<file path="src/rtl/usb4_ll_pkg.sv">
// Shared USB4 link-layer definitions: link speed codes, default alignment
// marker and the lane deskew FSM state encoding.
package usb4_ll_pkg;

    localparam logic [1:0] GEN4     = 2'd0;
    localparam logic [1:0] GEN3     = 2'd1;
    localparam logic [1:0] GEN2     = 2'd2;
    localparam logic [1:0] GEN_RSVD = 2'd3;

    localparam logic [7:0] ALIGN_SYM_DEFAULT = 8'hF2;

    typedef enum logic [1:0] {
        ST_IDLE      = 2'd0,
        ST_SEARCH    = 2'd1,
        ST_WAIT_LATE = 2'd2,
        ST_LOCKED    = 2'd3
    } deskew_state_e;

    // True when a decoded byte is the alignment marker.
    function automatic logic is_marker(input logic [7:0] b, input logic [7:0] sym);
        return (b == sym);
    endfunction

endpackage

</file>
<file path="src/rtl/deskew_delay_line.sv">
// Byte-wide delay line with a selectable tap. tap = 0 passes the current
// input straight through; tap = k returns the byte seen k cycles ago.
// The shift register runs every cycle so history is available the moment
// a tap is selected.
module deskew_delay_line #(
    parameter int DEPTH = 7,
    parameter int TW    = $clog2(DEPTH + 1)
) (
    input  logic          enc_clk,
    input  logic          rst,
    input  logic [7:0]    din,
    input  logic [TW-1:0] tap,
    output logic [7:0]    dout
);

    logic [7:0] sr [DEPTH];

    // Shift history one stage per cycle; synchronous active-low clear.
    always_ff @(posedge enc_clk) begin
        if (!rst) begin
            for (int i = 0; i < DEPTH; i++) begin
                sr[i] <= '0;
            end
        end else begin
            sr[0] <= din;
            for (int i = 1; i < DEPTH; i++) begin
                sr[i] <= sr[i-1];
            end
        end
    end

    // Tap select: zero is bypass, out-of-range taps also fall back to bypass.
    always_comb begin
        dout = din;
        for (int i = 1; i <= DEPTH; i++) begin
            if (int'(tap) == i) begin
                dout = sr[i-1];
            end
        end
    end

endmodule

</file>
<file path="src/rtl/lane_deskew.sv">
// Two-lane deskew: finds the alignment marker on both lanes, measures the
// inter-lane skew and then delays the early lane so that bytes leave paired.
// Optional feature macro: LANE_DESKEW_RELOCK_EN (marker mismatch on the
// aligned lanes while locked forces a re-search with a skew_err pulse).
//
// Stream semantics: data_valid qualifies lane_0_out/lane_1_out in the same
// cycle; there is no back-pressure, every valid cycle is a delivered pair,
// and both lane outputs read 8'h00 whenever data_valid is low.
module lane_deskew
    import usb4_ll_pkg::*;
#(
    parameter int         MAX_SKEW  = 7,
    parameter logic [7:0] ALIGN_SYM = ALIGN_SYM_DEFAULT,
    parameter int         SW        = $clog2(MAX_SKEW + 1)
) (
    input  logic          enc_clk,
    input  logic          rst,
    input  logic          enable_deskew,
    input  logic [1:0]    gen_speed,
    input  logic [7:0]    lane_0_rx,
    input  logic [7:0]    lane_1_rx,
    output logic [7:0]    lane_0_out,
    output logic [7:0]    lane_1_out,
    output logic          data_valid,
    output logic          deskew_done,
    output logic          skew_err,
    output logic [SW-1:0] skew_val,
    output logic          early_lane,
    output deskew_state_e state_dbg
);

    localparam logic [SW-1:0] CNT_MAX = SW'(MAX_SKEW);

    deskew_state_e state, state_n;
    logic [SW-1:0] cnt, cnt_n;
    logic [SW-1:0] skew_q, skew_n;
    logic          early_q, early_n;
    logic          err_q, err_n;
    logic [1:0]    gen_q;
    logic          dv_q;
    logic [7:0]    out0_q, out1_q;

    logic [SW-1:0] tap_0, tap_1;
    logic [7:0]    algn_0, algn_1;
    logic          mark_0, mark_1;
    logic          late_mark, early_mark;
    logic          speed_ok;
    logic          abort;
    logic          lock_hold;

    // Only the early lane is delayed; the late lane always taps zero.
    assign tap_0 = early_q ? '0 : skew_q;
    assign tap_1 = early_q ? skew_q : '0;

    deskew_delay_line #(.DEPTH(MAX_SKEW), .TW(SW)) u_dl_0 (
        .enc_clk (enc_clk),
        .rst     (rst),
        .din     (lane_0_rx),
        .tap     (tap_0),
        .dout    (algn_0)
    );

    deskew_delay_line #(.DEPTH(MAX_SKEW), .TW(SW)) u_dl_1 (
        .enc_clk (enc_clk),
        .rst     (rst),
        .din     (lane_1_rx),
        .tap     (tap_1),
        .dout    (algn_1)
    );

    assign mark_0     = is_marker(lane_0_rx, ALIGN_SYM);
    assign mark_1     = is_marker(lane_1_rx, ALIGN_SYM);
    assign late_mark  = early_q ? mark_0 : mark_1;
    assign early_mark = early_q ? mark_1 : mark_0;
    assign speed_ok   = (gen_speed == GEN4) || (gen_speed == GEN3) || (gen_speed == GEN2);

    // A speed change mid-operation is as disruptive as losing enable.
    assign abort      = (state != ST_IDLE) && (!enable_deskew || (gen_speed != gen_q));

`ifdef LANE_DESKEW_RELOCK_EN
    logic mark_a0, mark_a1;
    assign mark_a0 = is_marker(algn_0, ALIGN_SYM);
    assign mark_a1 = is_marker(algn_1, ALIGN_SYM);
`endif

    // Next-state, skew counter and lock bookkeeping.
    always_comb begin
        state_n = state;
        cnt_n   = cnt;
        skew_n  = skew_q;
        early_n = early_q;
        err_n   = 1'b0;
        case (state)
            ST_IDLE: begin
                cnt_n   = '0;
                skew_n  = '0;
                early_n = 1'b0;
                if (enable_deskew && speed_ok) begin
                    state_n = ST_SEARCH;
                end
            end
            ST_SEARCH: begin
                cnt_n   = '0;
                skew_n  = '0;
                early_n = 1'b0;
                if ((gen_speed == GEN4) || (mark_0 && mark_1)) begin
                    // GEN4 lanes share one source: no measurement needed.
                    state_n = ST_LOCKED;
                end else if (mark_0) begin
                    state_n = ST_WAIT_LATE;
                    cnt_n   = SW'(1);
                end else if (mark_1) begin
                    state_n = ST_WAIT_LATE;
                    cnt_n   = SW'(1);
                    early_n = 1'b1;
                end
            end
            ST_WAIT_LATE: begin
                if (late_mark) begin
                    state_n = ST_LOCKED;
                    skew_n  = cnt;
                    cnt_n   = '0;
                end else if (early_mark) begin
                    // Early lane marked again: measure from the newer marker.
                    cnt_n = SW'(1);
                end else if (cnt == CNT_MAX) begin
                    // Next count would exceed the correctable window.
                    err_n   = 1'b1;
                    state_n = ST_SEARCH;
                    cnt_n   = '0;
                    early_n = 1'b0;
                end else begin
                    cnt_n = cnt + SW'(1);
                end
            end
            ST_LOCKED: begin
`ifdef LANE_DESKEW_RELOCK_EN
                if (mark_a0 != mark_a1) begin
                    err_n   = 1'b1;
                    state_n = ST_SEARCH;
                    skew_n  = '0;
                    early_n = 1'b0;
                end
`endif
            end
            default: begin
                state_n = ST_IDLE;
            end
        endcase
        if (abort) begin
            state_n = ST_IDLE;
            cnt_n   = '0;
            skew_n  = '0;
            early_n = 1'b0;
            err_n   = 1'b0;
        end
    end

    // FSM and measurement registers.
    always_ff @(posedge enc_clk) begin
        if (!rst) begin
            state   <= ST_IDLE;
            cnt     <= '0;
            skew_q  <= '0;
            early_q <= 1'b0;
            err_q   <= 1'b0;
            gen_q   <= 2'd0;
        end else begin
            state   <= state_n;
            cnt     <= cnt_n;
            skew_q  <= skew_n;
            early_q <= early_n;
            err_q   <= err_n;
            gen_q   <= gen_speed;
        end
    end

    // Bytes are emitted only while the lock survives into the next cycle.
    assign lock_hold = (state == ST_LOCKED) && (state_n == ST_LOCKED);

    // Output register stage for the aligned pair; zero when not valid.
    always_ff @(posedge enc_clk) begin
        if (!rst) begin
            dv_q   <= 1'b0;
            out0_q <= '0;
            out1_q <= '0;
        end else if (lock_hold) begin
            dv_q   <= 1'b1;
            out0_q <= algn_0;
            out1_q <= algn_1;
        end else begin
            dv_q   <= 1'b0;
            out0_q <= '0;
            out1_q <= '0;
        end
    end

    assign lane_0_out  = out0_q;
    assign lane_1_out  = out1_q;
    assign data_valid  = dv_q;
    assign deskew_done = (state == ST_LOCKED);
    assign skew_err    = err_q;
    assign skew_val    = skew_q;
    assign early_lane  = early_q;
    assign state_dbg   = state;

endmodule

</file>
<file path="config.mk">
export PLATFORM = sky130hd
export DESIGN_NAME = lane_deskew
export DESIGN_NICKNAME = d
export VERILOG_FILES = /design/src/rtl/usb4_ll_pkg.sv /design/src/rtl/deskew_delay_line.sv /design/src/rtl/lane_deskew.sv
export SDC_FILE = /design/constraint.sdc
export NUM_CORES = 1
export LEC_CHECK = 0
export ABC_CLOCK_PERIOD_IN_PS = 1800
export CAP_MARGIN = 20
export CELL_PAD_IN_SITES_DETAIL_PLACEMENT = 2
export CELL_PAD_IN_SITES_GLOBAL_PLACEMENT = 2
export CORE_MARGIN = 2
export CORE_UTILIZATION = 34
export CTS_CLUSTER_SIZE = 12
export DETAILED_ROUTE_END_ITERATION = 7
export GPL_TIMING_DRIVEN = 0
export HOLD_SLACK_MARGIN = 0.03
export PLACE_DENSITY = 0.77
export SLEW_MARGIN = 20
export SYNTH_ARGS = -nofsm -noshare
export SYNTH_HDL_FRONTEND = slang
export SYNTH_HIERARCHICAL = 1
export SYNTH_SLANG_ARGS = --single-unit
</file>
<file path="constraint.sdc">
create_clock -name enc_clk -period 1.8 [get_ports enc_clk]
set_clock_uncertainty 0.1 [all_clocks]
set_input_delay 0.18 -clock enc_clk [delete_from_list [all_inputs] [get_ports enc_clk]]
set_output_delay 0.18 -clock enc_clk [all_outputs]
set_load 0.1 [all_outputs]
</file>
==> metrics.txt, run 1 <==
outcome finished with violations; violated checks setup timing; Port Buffers 45; DRT Wirelength 23,590 µm; Post-synth EDFFs 0; grt ovf 0; metal1 wirelength 9882 µm; CTS Buf Count 17; Pwr Total 7.323 mW; DPL Wire Length 11,360 µm; Critical Path Max Stage Delay 350 ps; initial antenna violation count 0; Critical Path Start Type register; Final Hold Slack 33.27 ps; Routed WL per cell 27.53 µm; Slew Limit Fails 0; Final period util 112.8%; number of global-route vias before repair 5,206; worst-margin pin slew 599.1 ps; DR top layer met4; maximum vdd ir drop 0.7202 mV; vias 4,705; Setup Crit Path Kind register to register; GRT Total Usage 24.64%; die footprint 17,540 µm²; reg-to-reg critical path endpoint lane_1_out[7]; clock slew at reported path FFs 70 ps; number of library cell types mapped by synthesis 48; global placer's final weighted congestion 0.8064; chip width 132.4 µm; Seq/Total Area, Yosys 50.33%; Pwr Density 903.3 nW/µm²; mapped cell area 5608 µm²; Register-to-Register Path Depth 7; FF+latch count, synth 141; largest net degree at the start of global routing 17; iteration count of the initial detailed-routing pass 5; final worst slack -230.4 ps; Sinks on Clock Net 141; Hold EP u_dl_0/sr[0][4]; area of the core 16,000 µm²; # nets final 655; delay-heaviest family, CP simple AND/OR/NAND/NOR gates; row count 46; die height 132.4 µm; commonest non-fill, non-tap cell in the layout dfxtp_1; hold depth 2; syn_nets 562; worst skew pair latency 430 ps; Critical Path End Type register; CP Buf/Inv Count 2; layout cells sized above 1 35.26%; Fin. Hold Viols 0; Fmax 492.5 MHz; asr flop ratio synth 0%; DR vias/cell 5.490; Final ANT Viol Nets 0; DRC 0; fin crit period 2030 ps; synth warn 6; Slew HR 60.06%; DR iter-0 viols 331; Worst Hold Class primary input to register; # H-tree levels 4; Starting Density 35.05%; Post-Synthesis Cells 535; max-cap viol count 0; commonest cells after routing, fill and taps aside dfxtp_1 (134), and2_1 (128), mux2i_1 (34); CP max stage cell dfxtp_4; Leakage 2.960 nW; clock buffer depth 2; clk root buf clkbuf_16; n_diodes 0; worst-path fanout max 8; cell chain of the critical path clkbuf_16 > and2_2 > or2_1 > buf_6 > o22ai_1 > a2bb2oi_1 > and2_1; Reg2Reg Setup Slack -230 ps; worst path required time 2070 ps; final setup violation count 19; synthesis-to-finish area growth 44.56%; Worst EP arrival 2300 ps; CTS tree yes; unrepaired setup endpoints after global routing true; Hold Startpoint lane_0_rx[4]; num ports 46; first-pass GRT wire length 32,310 µm; Avg Inst Size Synth 10.48 µm²; RR Startpoint early_lane; met3 WL post-DR 779 µm; met2 wire length 12,350 µm; Main synth FF type dfxtp_1
[metal layers]
metal / GRT usage (%) / vias up
met4: 8.662 / 0
met3: 4.406 / 43
met1: 29.69 / 2452
met5: 0 / -
met2: 43.98 / 147
li1: - / 2063
[Yosys cell counts (3+ instances only)]
library cell / count / area share, %
o211ai_1: 6 / 0.80
buf_4: 4 / 0.54
nand4_1: 3 / 0.33
nand2b_1: 4 / 0.45
mux2i_1: 58 / 10
nand3b_1: 3 / 0.40
o21ai_0: 3 / 0.27
and2_1: 135 / 15
clkbuf_1: 17 / 1.1
a2bb2oi_1: 14 / 2.2
nor3_1: 6 / 0.54
nor2b_1: 5 / 0.56
o22ai_1: 30 / 3.3
inv_1: 6 / 0.40
buf_6: 4 / 0.80
ha_1: 6 / 1.3
buf_2: 10 / 0.89
nor2_1: 3 / 0.20
nor3b_1: 14 / 1.9
nand2_1: 5 / 0.33
mux2_1: 4 / 0.80
a31oi_1: 3 / 0.33
dfxtp_1: 141 / 50
nand3_1: 5 / 0.45
a21oi_1: 12 / 1.1
[worst max path at each step]
stage | start | end | slack (ps) | cells after the start
6_report | early_lane | lane_1_out[7] | -230 | 7
5_1_grt | early_lane | lane_1_out[7] | -270 | 8
4_1_cts | early_lane | lane_1_out[4] | -130 | 9
3_5_place_dp | gen_speed[0] | lane_0_out[4] | -830 | 7
3_3_place_gp | gen_speed[1] | lane_0_out[3] | -720 | 7
2_1_floorplan | early_lane | lane_1_out[6] | -80 | 8
[where the power goes]
group          switching [mW]  internal [mW]  total [mW]
Combinational           0.271          0.206       0.477
Sequential             0.0593           3.18        3.24
Clock                    1.45           2.16        3.61
Total                    1.78           5.55        7.32
[sequential cells by signal, summed over array words and instances, names as in the netlist]
name / cells
u_dl_0/sr: 56
gen_q: 2
skew_err: 1
state_dbg: 2
cnt: 3
early_lane: 1
lane_0_out: 8
lane_1_out: 8
u_dl_1/sr: 56
data_valid: 1
skew_val: 3
[area by class of cell]
| cell class | count | area (µm²) |
|---|---|---|
| Fill cell | 1580 | 7894 |
| Buffer | 35 | 349.1 |
| Sequential cell | 141 | 2846 |
| Clock buffer | 19 | 432.9 |
| Clock inverter | 13 | 146.4 |
| Multi-Input combinational cell | 351 | 3226 |
| Inverter | 6 | 32.53 |
| Tap cell | 216 | 270.3 |
| Timing Repair Buffer | 76 | 803.3 |
[per-stage QoR]
step	setup slack [ps]	TNS [ps]	cell area, µm²	instances	utilization (%)
2_1_floorplan	-77.12	-890.8	5714	535	-
3_3_place_gp	-717.3	-37150	6435	796	40.22
3_5_place_dp	-826.2	-37790	6435	796	40.22
4_1_cts	-126.6	-705.6	7542	848	47.14
5_1_grt	-266.0	-3079	8107	857	50.66
6_report	-230.4	-2055	8107	857	50.66
[kinds of logic after synthesis]
group	Yosys count	synth area share, %
AND/OR/NAND/NOR	194	21.69
flip-flops	141	50.33
AO/OA/AOI/OAI	87	10.87
multiplexers	62	11.16
buffers and inverters	43	4.306
adder cells (fa/ha/maj)	6	1.339
XOR/XNOR	2	0.3124
[timing repair]
item | in CTS | in global routing
buffers inserted | 18 | 8
pin swaps | 25 | 28
gates resized for setup | 143 | 131
gates cloned | 4 | 0
hold buffers | 0 | 2
endpoints found under the hold margin | 0 | 2
endpoints found under the setup margin | 51 | 43
Note: power is estimated with default switching activity, not from simulation.
==> run 2: changes to the inputs <==
--- a/constraint.sdc
+++ b/constraint.sdc
@@ -4,2 +4,2 @@
 set_output_delay 0.18 -clock enc_clk [all_outputs]
-set_load 0.1 [all_outputs]
+set_load 0.02 [all_outputs]
==> run 2 against run 1 <==
Non-clock buffer count decreased by 4. Global-route usage decreased by 2.5 points. Via count decreased by 4.5%. Die area unchanged. Sequential cell count unchanged. The run still ends with setup timing left. Worst hold slack got worse by 16 ps. Sequential power about the same. Power decreased by 5.7%. Cell count decreased by 0.47%. Combinational power decreased by 8.0%.
==> metrics.txt, run 2 (synthesis results as in run 1) <==
unrepaired setup endpoints after global routing true (unchanged); Register-to-Register Path Depth 8 (was 7); placed cell count 796 (unchanged); hold depth 2 (unchanged); worst skew pair latency 420 ps (was 430 ps); worst-margin pin slew 584.2 ps (was 599.1 ps); first-pass GRT wire length 29,380 µm (was 32,310 µm); vias 4,494 (was 4,705); reg-to-reg critical path endpoint lane_1_out[3] (was lane_1_out[7]); area of the core 16,000 µm² (unchanged); grt ovf 0 (unchanged); initial antenna violation count 0 (unchanged); DRT Wirelength 21,440 µm (was 23,590 µm); number of global-route vias before repair 5,127 (was 5,206); die footprint 17,540 µm² (unchanged); Fin. Hold Viols 0 (unchanged); iteration count of the initial detailed-routing pass 4 (was 5); Worst EP arrival 2180 ps (was 2300 ps); commonest cells after routing, fill and taps aside dfxtp_1 (138), and2_1 (129), mux2i_1 (40) (was dfxtp_1 (134), and2_1 (128), mux2i_1 (34)); Reg2Reg Setup Slack -110 ps (was -230 ps); global placer's final weighted congestion 0.7580 (was 0.8064); num ports 46 (unchanged); Slew Limit Fails 0 (unchanged); die height 132.4 µm (unchanged); Slew HR 61.05% (was 60.06%); Critical Path Start Type register (unchanged); Setup Crit Path Kind register to register (unchanged); DR vias/cell 5.268 (was 5.490); Routed WL per cell 25.13 µm (was 27.53 µm); Starting Density 35.05% (unchanged); CTS tree yes (unchanged); final worst slack -105.1 ps (was -230.4 ps); Final Util 48.81% (was 50.66%); CTS Buf Count 17 (unchanged); violated checks setup timing (unchanged); fillcell total 1,611 (was 1,580); layout cells sized above 1 27.63% (was 35.26%); Critical Path End Type register (unchanged); Sinks on Clock Net 141 (unchanged); worst path required time 2070 ps (about the same); largest registers u_dl_0/sr (56), u_dl_1/sr (56) (unchanged); Leakage 2.968 nW (was 2.960 nW); RR Startpoint early_lane (unchanged); row count 46 (unchanged); DR iter-0 viols 204 (was 331); Hold EP u_dl_0/sr[0][7] (was u_dl_0/sr[0][4]); Port Buffers 45 (unchanged); maximum vdd ir drop 0.7041 mV (was 0.7202 mV); n_diodes 0 (unchanged); # nets final 651 (was 655); Pwr Density 884.2 nW/µm² (was 903.3 nW/µm²); worst-path fanout max 9 (was 8); sum of negative setup slack -756.4 ps (was -2055 ps); Worst Hold Class primary input to register (unchanged); Hold Startpoint lane_0_rx[7] (was lane_0_rx[4]); largest net degree at the start of global routing 17 (unchanged); max-cap viol count 0 (unchanged); critical path startpoint early_lane (unchanged); Fmax 524.9 MHz (was 492.5 MHz); final setup violation count 17 (was 19); Final ANT Viol Nets 0 (unchanged); GRT Total Usage 22.17% (was 24.64%); synthesis-to-finish area growth 39.27% (was 44.56%); DPL Wire Length 11,280 µm (was 11,360 µm); DRC 0 (unchanged); clock buffer depth 2 (unchanged); clock slew at reported path FFs 60 ps (was 70 ps); Final Hold Slack 16.96 ps (was 33.27 ps); clk root buf clkbuf_16 (unchanged); Non-Filler Instances 853 (was 857); fin crit period 1905 ps (was 2030 ps); commonest non-fill, non-tap cell in the layout dfxtp_1 (unchanged); chip width 132.4 µm (unchanged); Final period util 105.8% (was 112.8%); # H-tree levels 4 (unchanged); post-place instance area 6361 µm² (was 6435 µm²); design area 7810 µm² (was 8107 µm²); outcome finished with violations (unchanged)
## run 2: power breakdown
part / switching [mW] / leakage, nW / internal (mW)
clock: 1.41 / 0.255 / 1.82
sequential: 0.0504 / 1.15 / 3.18
combinational: 0.241 / 1.57 / 0.198
total: 1.70 / 2.97 / 5.20
## run 2: critical path: stages (launching register included)
cell       delay [ps]
dfxtp_2           350
buf_8             130
and2_4            160
buf_12            130
buf_12            140
nand2_4           140
o22ai_1           290
a2bb2oi_2         220
and2_4            180
## run 2: worst max path at each step
stage                          to  slack (ps)  depth (start not counted)
floorplan            state_dbg[0]          20                          6
global placement    lane_1_out[1]        -690                          7
detailed placement  lane_1_out[2]        -730                          7
CTS                 lane_1_out[2]         -40                          8
global route         state_dbg[1]        -170                          7
finish              lane_1_out[3]        -110                          8
## run 2: routing by layer
layer | up-vias | GRT usage [%] | wire, µm
met1 | 2323 | 24.90 | 8763
li1 | 2034 | - | -
met5 | - | 0 | 0
met2 | 102 | 40.18 | 11600
met4 | 0 | 9.140 | 486
met3 | 35 | 5.211 | 591
## run 2: what timing repair did
action / CTS / global route
hold endpoints to repair: 0 / 0
pin swaps: 20 / 12
setup endpoints to repair: 28 / 72
setup buffers: 19 / 6
resized for setup: 71 / 99
hold buffers: 0 / 0
gates cloned: 3 / 1
## run 2: area by class of cell
cell class	instances	area, µm²	share of cell area (%)
Tap cell	216	270.3	3.460
Clock inverter	11	68.82	0.8811
Inverter	6	26.28	0.3364
Buffer	33	301.5	3.861
Timing Repair Buffer	74	760.7	9.740
Clock buffer	21	460.4	5.896
Multi-Input combinational cell	351	3093	39.60
Sequential cell	141	2829	36.22
## run 2: metrics by stage
step                      power, mW  worst slack (ps)
final                         6.905            -105.1
after global routing          7.131            -166.3
after CTS                     6.827            -38.10
after detailed placement      3.631            -733.5
after global placement        3.613            -693.4
after floorplan               3.469             18.77
